### src/rtl/mips_dump_pkg.sv
`default_nettype none
// ============================================================================
// Module  : mips_dump_pkg
// Purpose : Shared types and defaults for the MIPS state-dump engine.
//           Build option MIPS_DUMP_CHECKSUM_EN adds the CSUM state.
// Revision: 1.0 - initial release
// ============================================================================
package mips_dump_pkg;

  localparam int DEF_DMEM_DEPTH = 8192;
  localparam int DEF_NREG       = 32;

  // Dump sequencer states; CSUM only exists when the checksum word is built in
  typedef enum logic [2:0] {
    ST_IDLE = 3'd0,
    ST_DMEM = 3'd1,
    ST_REGS = 3'd2,
    ST_PCW  = 3'd3,
`ifdef MIPS_DUMP_CHECKSUM_EN
    ST_CSUM = 3'd4,
`endif
    ST_FIN  = 3'd5
  } state_t;

  // Region tag carried alongside every stream word
  typedef enum logic [1:0] {
    RG_DMEM = 2'd0,
    RG_REG  = 2'd1,
    RG_PC   = 2'd2,
    RG_CSUM = 2'd3
  } region_t;

endpackage
`default_nettype wire

### src/rtl/dump_skid_buf.sv
`default_nettype none
// ============================================================================
// Module  : dump_skid_buf
// Purpose : 2-entry fall-through output buffer. An incoming word is presented
//           combinationally when the buffer is empty, so the stream adds no
//           latency; otherwise words queue in order. Reports occupancy so the
//           producer can throttle its reads.
// Revision: 1.0 - initial release
// ============================================================================
module dump_skid_buf #(
  parameter int W = 35
) (
  input  logic         clk,
  input  logic         rst,
  input  logic         i_valid,
  input  logic [W-1:0] i_data,
  input  logic         i_ready,
  output logic         o_valid,
  output logic [W-1:0] o_data,
  output logic [1:0]   o_count
);

  logic [W-1:0] r_mem [2];
  logic         r_rd_ptr;
  logic         r_wr_ptr;
  logic [1:0]   r_cnt;
  logic         w_empty;
  logic         w_push;
  logic         w_pop;

  assign w_empty = (r_cnt == 2'd0);
  assign o_valid = !w_empty || i_valid;
  assign o_data  = w_empty ? i_data : r_mem[r_rd_ptr];
  assign o_count = r_cnt;
  // A word only needs storing if it cannot leave straight through this cycle
  assign w_push  = i_valid && !(w_empty && i_ready);
  assign w_pop   = !w_empty && i_ready;

  // Pointer and occupancy bookkeeping
  always_ff @(posedge clk) begin
    if (rst) begin
      r_rd_ptr <= 1'b0;
      r_wr_ptr <= 1'b0;
      r_cnt    <= 2'd0;
    end else begin
      if (w_push) r_wr_ptr <= ~r_wr_ptr;
      if (w_pop)  r_rd_ptr <= ~r_rd_ptr;
      r_cnt <= 2'(r_cnt + {1'b0, w_push} - {1'b0, w_pop});
    end
  end

  // Storage array; contents are don't-care while the count says empty
  always_ff @(posedge clk) begin
    if (w_push) r_mem[r_wr_ptr] <= i_data;
  end

endmodule
`default_nettype wire

### src/rtl/mips_state_dump.sv
`default_nettype none
// ============================================================================
// Module  : mips_state_dump
// Purpose : Streams data memory, the register file and the PC out on a
//           valid/ready port. Every word passes through a one-cycle pending
//           stage (matching the DMEM read latency) into a 2-entry buffer.
//           Build option MIPS_DUMP_CHECKSUM_EN appends an XOR checksum word.
// Revision: 1.0 - initial release
// ============================================================================
module mips_state_dump
  import mips_dump_pkg::*;
#(
  parameter int DMEM_DEPTH = DEF_DMEM_DEPTH,
  parameter int NREG       = DEF_NREG,
  parameter int WORD_W     = 32
) (
  input  logic              clk1,
  input  logic              rst,
  input  logic              start,
  output logic              busy,
  output logic              done,
  output logic              dmem_rd_en,
  output logic [12:0]       dmem_addr,
  input  logic [WORD_W-1:0] dmem_rdata,
  output logic [4:0]        reg_addr,
  input  logic [WORD_W-1:0] reg_rdata,
  input  logic [WORD_W-1:0] pc_in,
  output logic              out_valid,
  input  logic              out_ready,
  output logic [WORD_W-1:0] out_data,
  output logic [1:0]        out_region,
  output logic              out_last
);

  localparam int c_BUF_W = WORD_W + 3;

  state_t              r_state;
  logic [12:0]         r_daddr;
  logic [4:0]          r_raddr;
  logic                r_busy;
  logic                r_done;
  logic                r_pend_v;
  region_t             r_pend_rg;
  logic                r_pend_last;
  logic [WORD_W-1:0]   r_pend_data;
`ifdef MIPS_DUMP_CHECKSUM_EN
  logic [WORD_W-1:0]   r_csum;
`endif

  logic [1:0]          w_buf_cnt;
  logic [2:0]          w_occ;
  logic                w_room;
  logic                w_issue;
  region_t             w_iss_rg;
  logic                w_iss_last;
  logic [WORD_W-1:0]   w_iss_data;
  logic [WORD_W-1:0]   w_pend_data;
  logic [c_BUF_W-1:0]  w_out_bus;
  logic                w_final_hs;

  // Buffered words plus the word in flight must leave room for one more
  assign w_occ      = {1'b0, w_buf_cnt} + {2'b00, r_pend_v};
  assign w_room     = (w_occ < 3'd2);
  assign dmem_rd_en = w_issue && (r_state == ST_DMEM);
  assign dmem_addr  = r_daddr;
  assign reg_addr   = r_raddr;
  assign busy       = r_busy;
  assign done       = r_done;
  assign w_final_hs = out_valid && out_ready && out_last;

  // Decide whether a word issues this cycle and what it carries
  always_comb begin
    w_issue    = 1'b0;
    w_iss_rg   = RG_DMEM;
    w_iss_last = 1'b0;
    w_iss_data = '0;
    case (r_state)
      ST_DMEM: begin
        w_issue = w_room;
      end
      ST_REGS: begin
        w_issue    = w_room;
        w_iss_rg   = RG_REG;
        w_iss_data = reg_rdata;
      end
      ST_PCW: begin
        w_issue    = w_room;
        w_iss_rg   = RG_PC;
        w_iss_data = pc_in;
`ifdef MIPS_DUMP_CHECKSUM_EN
        w_iss_last = 1'b0;
`else
        w_iss_last = 1'b1;
`endif
      end
`ifdef MIPS_DUMP_CHECKSUM_EN
      ST_CSUM: begin
        w_issue    = w_room;
        w_iss_rg   = RG_CSUM;
        w_iss_last = 1'b1;
      end
`endif
      default: ;
    endcase
  end

  // DMEM data arrives from memory now; checksum is taken once all prior words are in
  always_comb begin
    w_pend_data = r_pend_data;
    if (r_pend_rg == RG_DMEM) w_pend_data = dmem_rdata;
`ifdef MIPS_DUMP_CHECKSUM_EN
    if (r_pend_rg == RG_CSUM) w_pend_data = r_csum;
`endif
  end

  // Dump sequencer: walks DMEM, registers, PC (and checksum), then waits for drain
  always_ff @(posedge clk1) begin
    if (rst) begin
      r_state <= ST_IDLE;
      r_daddr <= 13'd0;
      r_raddr <= 5'd0;
      r_busy  <= 1'b0;
      r_done  <= 1'b0;
    end else begin
      r_done <= 1'b0;
      case (r_state)
        ST_IDLE: begin
          if (start) begin
            r_state <= ST_DMEM;
            r_busy  <= 1'b1;
            r_daddr <= 13'd0;
            r_raddr <= 5'd0;
          end
        end
        ST_DMEM: begin
          if (w_issue) begin
            if (r_daddr == 13'(DMEM_DEPTH - 1)) r_state <= ST_REGS;
            else                                r_daddr <= r_daddr + 13'd1;
          end
        end
        ST_REGS: begin
          if (w_issue) begin
            if (r_raddr == 5'(NREG - 1)) r_state <= ST_PCW;
            else                         r_raddr <= r_raddr + 5'd1;
          end
        end
        ST_PCW: begin
`ifdef MIPS_DUMP_CHECKSUM_EN
          if (w_issue) r_state <= ST_CSUM;
`else
          if (w_issue) r_state <= ST_FIN;
`endif
        end
`ifdef MIPS_DUMP_CHECKSUM_EN
        ST_CSUM: begin
          if (w_issue) r_state <= ST_FIN;
        end
`endif
        ST_FIN: begin
          // The final word leaving the port is the moment the buffer drains
          if (w_final_hs) begin
            r_state <= ST_IDLE;
            r_busy  <= 1'b0;
            r_done  <= 1'b1;
          end
        end
        default: r_state <= ST_IDLE;
      endcase
    end
  end

  // Pending stage: one word in flight, aligned with the DMEM read latency
  always_ff @(posedge clk1) begin
    if (rst) begin
      r_pend_v    <= 1'b0;
      r_pend_rg   <= RG_DMEM;
      r_pend_last <= 1'b0;
      r_pend_data <= '0;
    end else begin
      r_pend_v    <= w_issue;
      r_pend_rg   <= w_iss_rg;
      r_pend_last <= w_issue && w_iss_last;
      r_pend_data <= w_iss_data;
    end
  end

`ifdef MIPS_DUMP_CHECKSUM_EN
  // Running XOR of every word entering the output buffer
  always_ff @(posedge clk1) begin
    if (rst) begin
      r_csum <= '0;
    end else if (r_state == ST_IDLE && start) begin
      r_csum <= '0;
    end else if (r_pend_v) begin
      r_csum <= r_csum ^ w_pend_data;
    end
  end
`endif

  dump_skid_buf #(
    .W (c_BUF_W)
  ) u_skid (
    .clk     (clk1),
    .rst     (rst),
    .i_valid (r_pend_v),
    .i_data  ({w_pend_data, r_pend_rg, r_pend_last}),
    .i_ready (out_ready),
    .o_valid (out_valid),
    .o_data  (w_out_bus),
    .o_count (w_buf_cnt)
  );

  assign out_data   = w_out_bus[c_BUF_W-1:3];
  assign out_region = w_out_bus[2:1];
  assign out_last   = w_out_bus[0];

endmodule
`default_nettype wire

### config.mk
export PLATFORM = sky130hd
export DESIGN_NAME = mips_state_dump
export DESIGN_NICKNAME = d
export VERILOG_FILES = /design/src/rtl/mips_dump_pkg.sv /design/src/rtl/dump_skid_buf.sv /design/src/rtl/mips_state_dump.sv
export SDC_FILE = /design/constraint.sdc
export NUM_CORES = 1
export LEC_CHECK = 0
export CORE_UTILIZATION = 50
export DETAILED_ROUTE_END_ITERATION = 16
export PLACE_DENSITY = 0.93
export SYNTH_ARGS = -nofsm -noshare
export SYNTH_HDL_FRONTEND = slang
export SYNTH_HIERARCHICAL = 1
export SYNTH_SLANG_ARGS = --single-unit
### constraint.sdc
create_clock -name clk1 -period 3.78 [get_ports clk1]
set_input_delay 0.756 -clock clk1 [delete_from_list [all_inputs] [get_ports clk1]]
set_output_delay 0.756 -clock clk1 [all_outputs]
set_load 0.01 [all_outputs]
==> impl_summary.txt <==
----------------------------------------------------
[Pwr]
  Final total power ... 5000 uW
  Power density cells ... 618 nW/um^2
  Static Leak ... 0.00288 uW
  Worst ir drop on vdd ... 0.000407 V

[Floorplan]
  IO Pins ... 157
  Floorplan die height ... 109 um
  Area enclosed by the die boundary ... 11,900 um^2
  Area of the core ... 11,000 um^2
  Cell Rows ... 38
  Initial core utilization ... 52.2%
  Die width ... 109 um

[Yosys]
  Commonest cells post-synth ... edfxtp_1, dfxtp_1, nor2_1, a21oi_1, mux2i_1
  Synth Cell Area ... 5730 um^2
  Number of nets in the synthesized netlist ... 585
  Count leader, synth ... edfxtp_1
  Avg Synthesized Cell Area ... 11.9 um^2
  Area contributors post-synth ... edfxtp_1, dfxtp_1, mux2i_1
  Sequential fraction of the synthesis area ... 59.0%
  Proportion of synthesized flip-flops having asynchronous set or reset ... 0%
  Total of warnings raised by yosys ... 6
  Most used flip-flop cell after synthesis ... edfxtp_1
  Area share of the largest cell type after synthesis ... 36.7%
  FF+latch count, synth ... 134
  Gate count of the mapped netlist ... 480
  Number of synthesized flops with an enable pin ... 70
  Yosys top cell by area ... edfxtp_1
  Unique cell type count in the Yosys netlist ... 52

[Timing]
  RSZ-0062 raised after global routing ... false
  Tightest Pin Transition ... 0.572 ns
  Period utilisation layout ... 88.1%
  Total negative slack ... 0 ns
  Final number of hold-violating endpoints ... 0
  Achievable Freq ... 300 MHz
  Layout Skew ... 0.00835 ns
  Final Slew Violations ... 0
  Final number of setup-violating endpoints ... 0
  Minimum clock period ... 3.33 ns
  Relative slew slack ... 61.8%

[Place]
  Cells after DPL ... 759
  Routability cong. ... 0.831
  Total of buffers placed on input and output ports ... 156
  HPWL after DPL ... 9740 um

[CTS]
  H-Tree Depth ... 4
  Number of hold-repair buffers added at the cts stage ... 0
  TritonCTS buffer count ... 17
  Post-CTS resize count ... 0
  Number of buffers between clock root and the deepest sink ... 2
  Clock Root Buffer ... clkbuf_16
  Clock transition at the register clock pins on the worst setup and hold paths after CTS ... 0.06 ns
  TritonCTS clock tree ... built
  Post-CTS Repair Setup Buffers ... 0
  Insertion delay to the later sink of the worst-skew pair ... 0.41 ns
  Num Clock Sinks ... 134

[Layout]
  Area occupied by multi-input gates ... 2210 um^2
  Layout net count ... 743
  Seq. cell area ... 3380 um^2
  Fill cell total of the finished layout ... 705
  P&R area growth vs syn ... 41.1%
  Post-Layout Cell Count ... 791
  Share of cells above drive strength 1 ... 13.4%
  Number of antenna diodes ... 0

[Run status]
  Result of the run ... completed

[Routing]
  Number of design-rule violations left by the first detailed-router iteration ... 276
  Total wirelength of the detailed-routed design ... 14,600 um
  Remaining number of nets flagged by the antenna check after routing ... 0
  Per-cell via count in the routed design ... 5.71
  TritonRoute pass-1 iters ... 5
  Vias after detailed routing ... 4,520
  DRC violations left ... 0
  Routed WL per cell ... 18.4 um

[Setup path]
  Critical path data arrival time ... 2.57 ns
  Reg-to-reg setup timing slack ... 1.34 ns
  Worst setup SP type ... flop
  Required @ worst endpoint ... 3.02 ns
  Nature of the critical path endpoint ... output pin
  Classification of the worst setup path ... flop to output pin
  Crit Path Max Fanout ... 27
  Cells on worst reg2reg path ... 6

[Min path]
  Worst hold stages ... 0
  Type of the most critical hold path ... flop to flop

[Global route]
  Number of global-route vias before repair ... 4,513
  Global router's overall resource usage ... 24.9%
  Maximum number of pins on one net before global-route repair ... 65
  Antenna violations before repair ... 0
  Global route overflow ... 0
  Global-route wire length before repair ... 22,300 um

[Job]
  Max-cap violation count ... 0

----------------------------------------------------
through the flow:
stage          instance area (um^2)  hold slack (ns)  setup slack (ns)  utilization (%)
3_5_place_dp                   7460            0.449             0.818             67.9
5_1_grt                        8090            0.475             0.295             73.7
3_3_place_gp                   7460            0.430             0.819             67.9
4_1_cts                        8090            0.462             0.424             73.7
6_report                       8090            0.458             0.452             73.7
2_1_floorplan                  5730            0.426             0.952                -
logic make-up after synthesis:
family,share of synthesized area (%)
DFF,59.0
muxes,12.9
buffers and inverters,3.01
xor gates and xnor gates,0.764
and+or+nand+nor,10.3
AOI/OAI and AO/OA,12.8
adders and majority gates,1.09
flip-flops by register name, indices dropped and copies added, names as in the netlist, 2 cells and up, named ones only:
name,cells
r_pend_data,32
dmem_addr,13
r_state,3
r_pend_rg,2
u_skid/r_mem,70
reg_addr,5
u_skid/o_count,2
cells in the final DEF (no fill, tap or decap), drive strengths merged, types with 9 or more instances in the layout:
master         netlist  routed
clkbuf              16      17
buf                 12      11
nor2                62      62
clkdlybuf4s50        0     156
mux2i               37      37
o21ai               12      12
inv                  8       9
edfxtp              70      70
mux2                33      33
clkinv               0       9
dfxtp               64      64
a21oi               51      51
nand2               10      10
a22o                32      32
final timing paths:
kind,start,endpoint
worst max-delay path,r_pend_rg[1],out_data[27]
worst min-delay path,r_pend_last,u_skid/r_mem[0][0]
worst max register to register,dmem_addr[0],dmem_addr[2]
worst min register to register,r_pend_last,u_skid/r_mem[0][0]
worst max-delay path, stage by stage, from the launching register on:
cell             delay [ns]
dfxtp_1                0.36
nor2_4                 0.26
buf_4                  0.42
mux2_2                 0.42
nor2_1                 0.13
a21oi_1                0.06
clkdlybuf4s50_1        0.51
final cells by class:
cell class | instances | area share [%]
clock inverters | 15 | 2.52
repair buffers | 167 | 20.5
inverters | 8 | 0.371
well taps | 140 | 2.17
flip-flops and latches | 134 | 41.8
multi-input cells | 310 | 27.4
clock buffers | 17 | 5.26
metal layers:
metal | global-route usage [%] | share of wire [%] | vias to the layer above
li1 | - | - | 2099
met1 | 27.9 | 39 | 2158
met2 | 44.1 | 51 | 234
met3 | 8.61 | 8.8 | 29
met4 | 8.01 | 1.7 | 0
met5 | 0 | 0 | -
power by group:
group / switching (uW) / internal, uW
Combinational: 788 / 810
Clock: 626 / 1110
Sequential: 64.5 / 1600
Power figures use the tool's default switching activity.
